$ cat src/rtl/param_cpu.sv
// Parameterised multi-cycle CPU: eight DW-bit registers, FETCH/EXEC/MEM/HALT control
// and a request/acknowledge memory port used by LD and ST.
module param_cpu #(
  parameter int DW = 8,
  parameter int AW = 8
) (
  input  logic          clk,
  input  logic          reset,
  input  logic [15:0]   IR,
  input  logic          ir_valid,
  output logic [AW-1:0] PC,
  input  logic [DW-1:0] Data_in,
  output logic          mem_req,
  input  logic          mem_ack,
  output logic          MW,
  output logic [AW-1:0] Address_out,
  output logic [DW-1:0] Data_out,
  output logic [3:0]    flags,
  output logic          halted
);
  localparam logic [6:0] OP_MOVA = 7'b0000000, OP_INC  = 7'b0000001, OP_ADD  = 7'b0000010;
  localparam logic [6:0] OP_SUB  = 7'b0000101, OP_DEC  = 7'b0000110, OP_AND  = 7'b0001000;
  localparam logic [6:0] OP_OR   = 7'b0001001, OP_XOR  = 7'b0001010, OP_NOT  = 7'b0001011;
  localparam logic [6:0] OP_MOVB = 7'b0001100, OP_SHR  = 7'b0001101, OP_SHL  = 7'b0001110;
  localparam logic [6:0] OP_LDI  = 7'b1001100, OP_ADI  = 7'b1000010, OP_LD   = 7'b0010000;
  localparam logic [6:0] OP_ST   = 7'b0100000, OP_BRZ  = 7'b1100000, OP_BRN  = 7'b1100001;
  localparam logic [6:0] OP_JMP  = 7'b1110000, OP_HALT = 7'b1111111;

  typedef enum logic [1:0] {S_FETCH, S_EXEC, S_MEM, S_HALT} state_t;

  state_t        state_q, state_d;
  logic [AW-1:0] pc_q, pc_d;
  logic [15:0]   ir_q, ir_d;
  logic [3:0]    flags_q, flags_d;
  logic [DW-1:0] regs_q [8];

  logic          regWe;
  logic [DW-1:0] regWdata;
  logic [6:0]    opcode;
  logic [2:0]    dr, sa, sb;
  logic [DW-1:0] aVal, bVal, immVal, addB, aluRes;
  logic [DW:0]   sum;
  logic          addCin, isArith, isAlu, carryIntoMsb, cFlag, vFlag;
  logic [AW-1:0] aAddr, adVal, pcInc;

  assign opcode = ir_q[15:9];
  assign dr     = ir_q[8:6];
  assign sa     = ir_q[5:3];
  assign sb     = ir_q[2:0];
  assign aVal   = regs_q[sa];
  assign bVal   = regs_q[sb];
  assign immVal = DW'(ir_q[2:0]);
  assign adVal  = AW'($signed({ir_q[8:6], ir_q[2:0]}));
  assign pcInc  = pc_q + AW'(1);

  if (AW > DW) begin : g_addrWide
    assign aAddr = {{(AW-DW){1'b0}}, aVal};
  end else begin : g_addrNarrow
    assign aAddr = aVal[AW-1:0];
  end

  // Subtraction-style ops feed the shared adder with an inverted operand and carry-in.
  always_comb begin
    addB    = '0;
    addCin  = 1'b0;
    isArith = 1'b0;
    isAlu   = 1'b1;
    aluRes  = '0;
    case (opcode)
      OP_MOVA: aluRes = aVal;
      OP_INC:  begin addCin = 1'b1; isArith = 1'b1; end
      OP_ADD:  begin addB = bVal; isArith = 1'b1; end
      OP_SUB:  begin addB = ~bVal; addCin = 1'b1; isArith = 1'b1; end
      OP_DEC:  begin addB = ~DW'(1); addCin = 1'b1; isArith = 1'b1; end
      OP_AND:  aluRes = aVal & bVal;
      OP_OR:   aluRes = aVal | bVal;
      OP_XOR:  aluRes = aVal ^ bVal;
      OP_NOT:  aluRes = ~aVal;
      OP_MOVB: aluRes = bVal;
      OP_SHR:  aluRes = bVal >> 1;
      OP_SHL:  aluRes = bVal << 1;
      OP_LDI:  aluRes = immVal;
      OP_ADI:  begin addB = immVal; isArith = 1'b1; end
      default: isAlu = 1'b0;
    endcase
    sum = {1'b0, aVal} + {1'b0, addB} + {{DW{1'b0}}, addCin};
    if (isArith) aluRes = sum[DW-1:0];
    carryIntoMsb = sum[DW-1] ^ aVal[DW-1] ^ addB[DW-1];
    cFlag = isArith & sum[DW];
    vFlag = isArith & (carryIntoMsb ^ sum[DW]);
  end

  always_comb begin
    state_d  = state_q;
    pc_d     = pc_q;
    ir_d     = ir_q;
    flags_d  = flags_q;
    regWe    = 1'b0;
    regWdata = aluRes;
    case (state_q)
      S_FETCH: if (ir_valid) begin
        ir_d    = IR;
        state_d = S_EXEC;
      end
      S_EXEC: begin
        state_d = S_FETCH;
        pc_d    = pcInc;
        if (isAlu) begin
          regWe   = 1'b1;
          flags_d = {vFlag, cFlag, aluRes[DW-1], (aluRes == '0)};
        end else begin
          case (opcode)
            OP_LD, OP_ST: begin state_d = S_MEM; pc_d = pc_q; end
            OP_BRZ:  if (aVal == '0) pc_d = pc_q + adVal;
            OP_BRN:  if (aVal[DW-1]) pc_d = pc_q + adVal;
            OP_JMP:  pc_d = aAddr;
            OP_HALT: begin state_d = S_HALT; pc_d = pc_q; end
            default: ;
          endcase
        end
      end
      S_MEM: if (mem_ack) begin
        state_d = S_FETCH;
        pc_d    = pcInc;
        if (opcode == OP_LD) begin
          regWe    = 1'b1;
          regWdata = Data_in;
        end
      end
      S_HALT:  ;
      default: state_d = S_FETCH;
    endcase
  end

  always_ff @(posedge clk or negedge reset) begin
    if (!reset) begin
      state_q <= S_FETCH;
      pc_q    <= '0;
      ir_q    <= '0;
      flags_q <= '0;
      for (int i = 0; i < 8; i++) regs_q[i] <= '0;
    end else begin
      state_q <= state_d;
      pc_q    <= pc_d;
      ir_q    <= ir_d;
      flags_q <= flags_d;
      if (regWe) regs_q[dr] <= regWdata;
    end
  end

  // Memory-side outputs derive from the state register so an async reset drops them at once.
  assign mem_req     = (state_q == S_MEM);
  assign MW          = mem_req && (opcode == OP_ST);
  assign Address_out = mem_req ? aAddr : '0;
  assign Data_out    = MW ? bVal : '0;
  assign PC          = pc_q;
  assign flags       = flags_q;
  assign halted      = (state_q == S_HALT);
endmodule
$ cat config.mk
export PLATFORM = sky130hd
export DESIGN_NAME = param_cpu
export DESIGN_NICKNAME = d
export VERILOG_FILES = /design/src/rtl/param_cpu.sv
export SDC_FILE = /design/constraint.sdc
export NUM_CORES = 1
export LEC_CHECK = 0
export ABC_AREA = 1
export BUFFER_PORTS_ARGS = -buffer_cell sky130_fd_sc_hd__clkbuf_2
export CAP_MARGIN = 5
export CORE_AREA = 3 3 163 165
export DETAILED_ROUTE_END_ITERATION = 10
export DIE_AREA = 0 0 166 168
export PLACE_DENSITY = 0.59
export SYNTH_ARGS = -nofsm -noshare
export SYNTH_HDL_FRONTEND = slang
export SYNTH_SLANG_ARGS = --single-unit
$ cat constraint.sdc
create_clock -name clk -period 3.35 [get_ports clk]
set_clock_uncertainty 0.15 [all_clocks]
set_input_delay 1.005 -clock clk [delete_from_list [all_inputs] [get_ports clk]]
set_output_delay 1.005 -clock clk [all_outputs]
set_load 0.1 [all_outputs]
==> metrics.md <==
| Metric | Value |
|---|---|
| Hold_sp | `regs_q[32]` |
| DRT Pass-1 Iters | `6` |
| Post-DR vias/cell | `just over 5` |
| Top-area cell type share of the netlist area | `0.3108` |
| Syn Area/Cell | `roughly 6.5 sq um` |
| Die width | `166 um` |
| Failing checks | `setup timing` |
| Clock transition at path regs | `0.08 ns` |
| Area grow syn2layout | `29.60%` |
| DRT iter0 DRCs | `708` |
| Worst Max-Slew Pin Slew | `0.7619 ns` |
| Post-Route WL | `27.92 mm` |
| Worst Setup SP | `ir_q[0]` |
| CP Max Fanout | `8` |
| CP endpoint kind | `flop` |
| Peak VDD IR | `0.5544 mV` |
| Type of the worst min-delay path | `reg2reg` |
| CTS tree | `built` |
| Die area | `0.02789 sq mm` |
| Origin of the critical flop-to-flop path | `ir_q[0]` |
| Slew Viols, Final | `0` |
| FFs w/ async S/R, synth | `1.000` |
| Most common cell after layout, fill and taps aside | `nand2_1` |
| Total gr overflow | `0` |
| Synth unique cells | `42` |
| Synth top area cells | `dfrtp_1 31%, nand2_1 19%, nand3_1 12%` |
| Final number of hold-violating endpoints | `0` |
| Synthesized cell area | `0.007567 sq mm` |
| Critical Path RT | `~3.5 ns` |
| RSZ-0062 raised after global routing | `true` |
| IO buf count | `58` |
| Post-Syn Nets | `1236` |
| Total Power | `between 8 and 9 mW` |
| CTS max path bufs | `2` |
| LEAKAGE | `4.983 nW` |
| Max-capacitance violation count | `0` |
| Max Clk Rate | `0.2962 GHz` |
| Vias | `8249` |
| Post-synth top area cell | `dfrtp_1` |
| CTS Sinks | `94` |
| Sequential element share of the synthesized area | `0.3108` |
| Dpl cells | `~1600` |
| Worst slew margin | `0.4902` |
| Mapped Cells | `1170` |
| I/O pin total | `59` |
| Number of synthesized flops with an enable pin | `0` |
| Hold path depth | `2` |
| Ant. Diodes | `0` |
| Clock Latency Late Sink | `0.37 ns` |
| Critical path class | `reg2reg` |
| Outcome | `finished, violations left` |
| # setup viols final | `8` |
| Aggregate global-route resource usage | `0.1970` |
| CP startpoint kind | `flop` |
| Final min period | `3.377 ns` |
| Clock buffer count from CTS | `9` |
| Vias in the first global route | `7851` |
| HPWL after detailed placement | `~21 mm` |
| Clock root buffer master | `clkbuf_16` |
| Worst r2r path cells | `18` |
| Starting Density | `0.3005` |
| Final ANT Viol Nets | `0` |
| Final Non-Filler Cells | `about 1600` |
| Yosys warnings | `0` |
| H-tree lvl count | `3` |
| WL per Instance | `17.08 um` |
| Drt drc | `0` |
| Layout cells sized above 1 | `0.2054` |
| First-pass GRT wire length | `43.78 mm` |
| Cell Rows | `58` |
| Final WS setup | `-0.02659 ns` |
| Net count, final | `1366` |
| Arr. time, crit path | `about 3.5 ns` |
| Routability cong. | `0.9806` |
| Main flop type after synthesis | `dfrtp_1` |
| Synth Register Bits | `94` |
| Core area | `0.02518 sq mm` |
| Initial antenna violation count | `0` |
| Die Height | `168 um` |
| Cell area power density | `roughly 860 mW/mm^2` |
| Final period utilization | `1.008` |
| Most frequent cells in the layout | `363 x nand2_1, 165 x nand3_1, 142 x inv_1` |
| Largest net degree at the start of global routing | `60` |
worst max-delay path: stages, from the launching register on:
cell	delay [ns]
dfrtp_2	0.47
buf_12	0.16
o211ai_1	0.22
nand3_2	0.14
nand2_2	0.12
o221ai_2	0.11
fa_2	0.41
fa_2	0.43
nand3_2	0.08
nand2_2	0.06
nand2_2	0.06
nand2_1	0.05
nand2_1	0.07
nand3_1	0.08
nand3_1	0.10
nand3b_1	0.17
a21o_4	0.27
nand2_1	0.07
nand2_1	0.05
per-layer routing:
| layer | track usage | wire (um) |
|---|---|---|
| met1 | 0.2695 | 12640 |
| met2 | 0.3154 | 12630 |
| met3 | 0.03992 | 2041 |
| met4 | 0.06040 | 607 |
| met5 | 0 | 0 |
layout make-up:
| class | instances | area (sq um) |
|---|---|---|
| inverter | 155 | 593.1 |
| fill | 2666 | 15370 |
| timing repair buffer | 158 | 1456 |
| clock inverter | 6 | 52.55 |
| clock buffer | 10 | 239.0 |
| sequential | 94 | 2355 |
| tap | 330 | 412.9 |
| multi-input combinational | 882 | 4698 |
state kept, by name (all words and copies together) (netlist names):
| name | flops |
|---|---|
| flags | 4 |
| regs_q | 64 |
| ir_q | 16 |
| state_q | 2 |
| PC | 8 |
logic make-up after synthesis:
family,count (synthesis),share of synthesized area
compound gates,129,0.09458
xor+xnor,15,0.01736
fa+ha+maj,38,0.06581
buf+inv,194,0.1019
flops,94,0.3108
mux,1,0.001488
simple gates,699,0.4081
report_power, final:
group	internal (mW)	switching, mW	total, mW
clock network	0.540	0.531	1.07
logic	2.07	3.62	5.69
registers	1.42	0.299	1.72
total	4.02	4.45	8.47
metrics by stage:
stage          cell area (sq um)  TNS, ns  setup slack, ns    util  hold slack (ns)
6_report                    9807  -0.1315         -0.02659  0.3894           0.3284
5_1_grt                     9807   -3.520          -0.1978  0.3894           0.3598
3_5_place_dp                9165   -2.092          -0.1708  0.3640           0.3151
2_1_floorplan               7672   -5.922          -0.5391       -           0.2986
4_1_cts                     9487        0         0.001489  0.3767           0.3342
3_3_place_gp                9165   -2.208          -0.2036  0.3640           0.3154
path summary, 6_finish.rpt:
check                                  end  slack [ns]
worst max-delay path            regs_q[38]       -0.03
worst min-delay path            regs_q[32]        0.33
worst max register to register  regs_q[38]       -0.03
worst min register to register  regs_q[32]        0.33
max in group asynchronous         flags[2]        1.86
min in group asynchronous          ir_q[6]        0.47
Yosys cell counts, types with 5 or more instances:
master and instances:
nand3b_1 7, a21oi_1 43, o21ai_1 12, o21ai_0 50, inv_1 148, nand3_1 174
ha_1 35, nor3_1 7, and2_1 5, o211ai_1 15, nand4_1 7, clkbuf_1 23
buf_2 10, xor2_1 11, dfrtp_1 94, nor2_1 98, nor2_2 6, nand2_1 374
repair_timing:
action | CTS | global route
buffers inserted | 0 | 12
hold buffers | 0 | 0
pin swaps | 1 | 17
cloned | 0 | 2
gates resized for setup | 9 | 57
endpoints found under the setup margin | 21 | 50
Note: power is estimated with default switching activity, not from simulation.
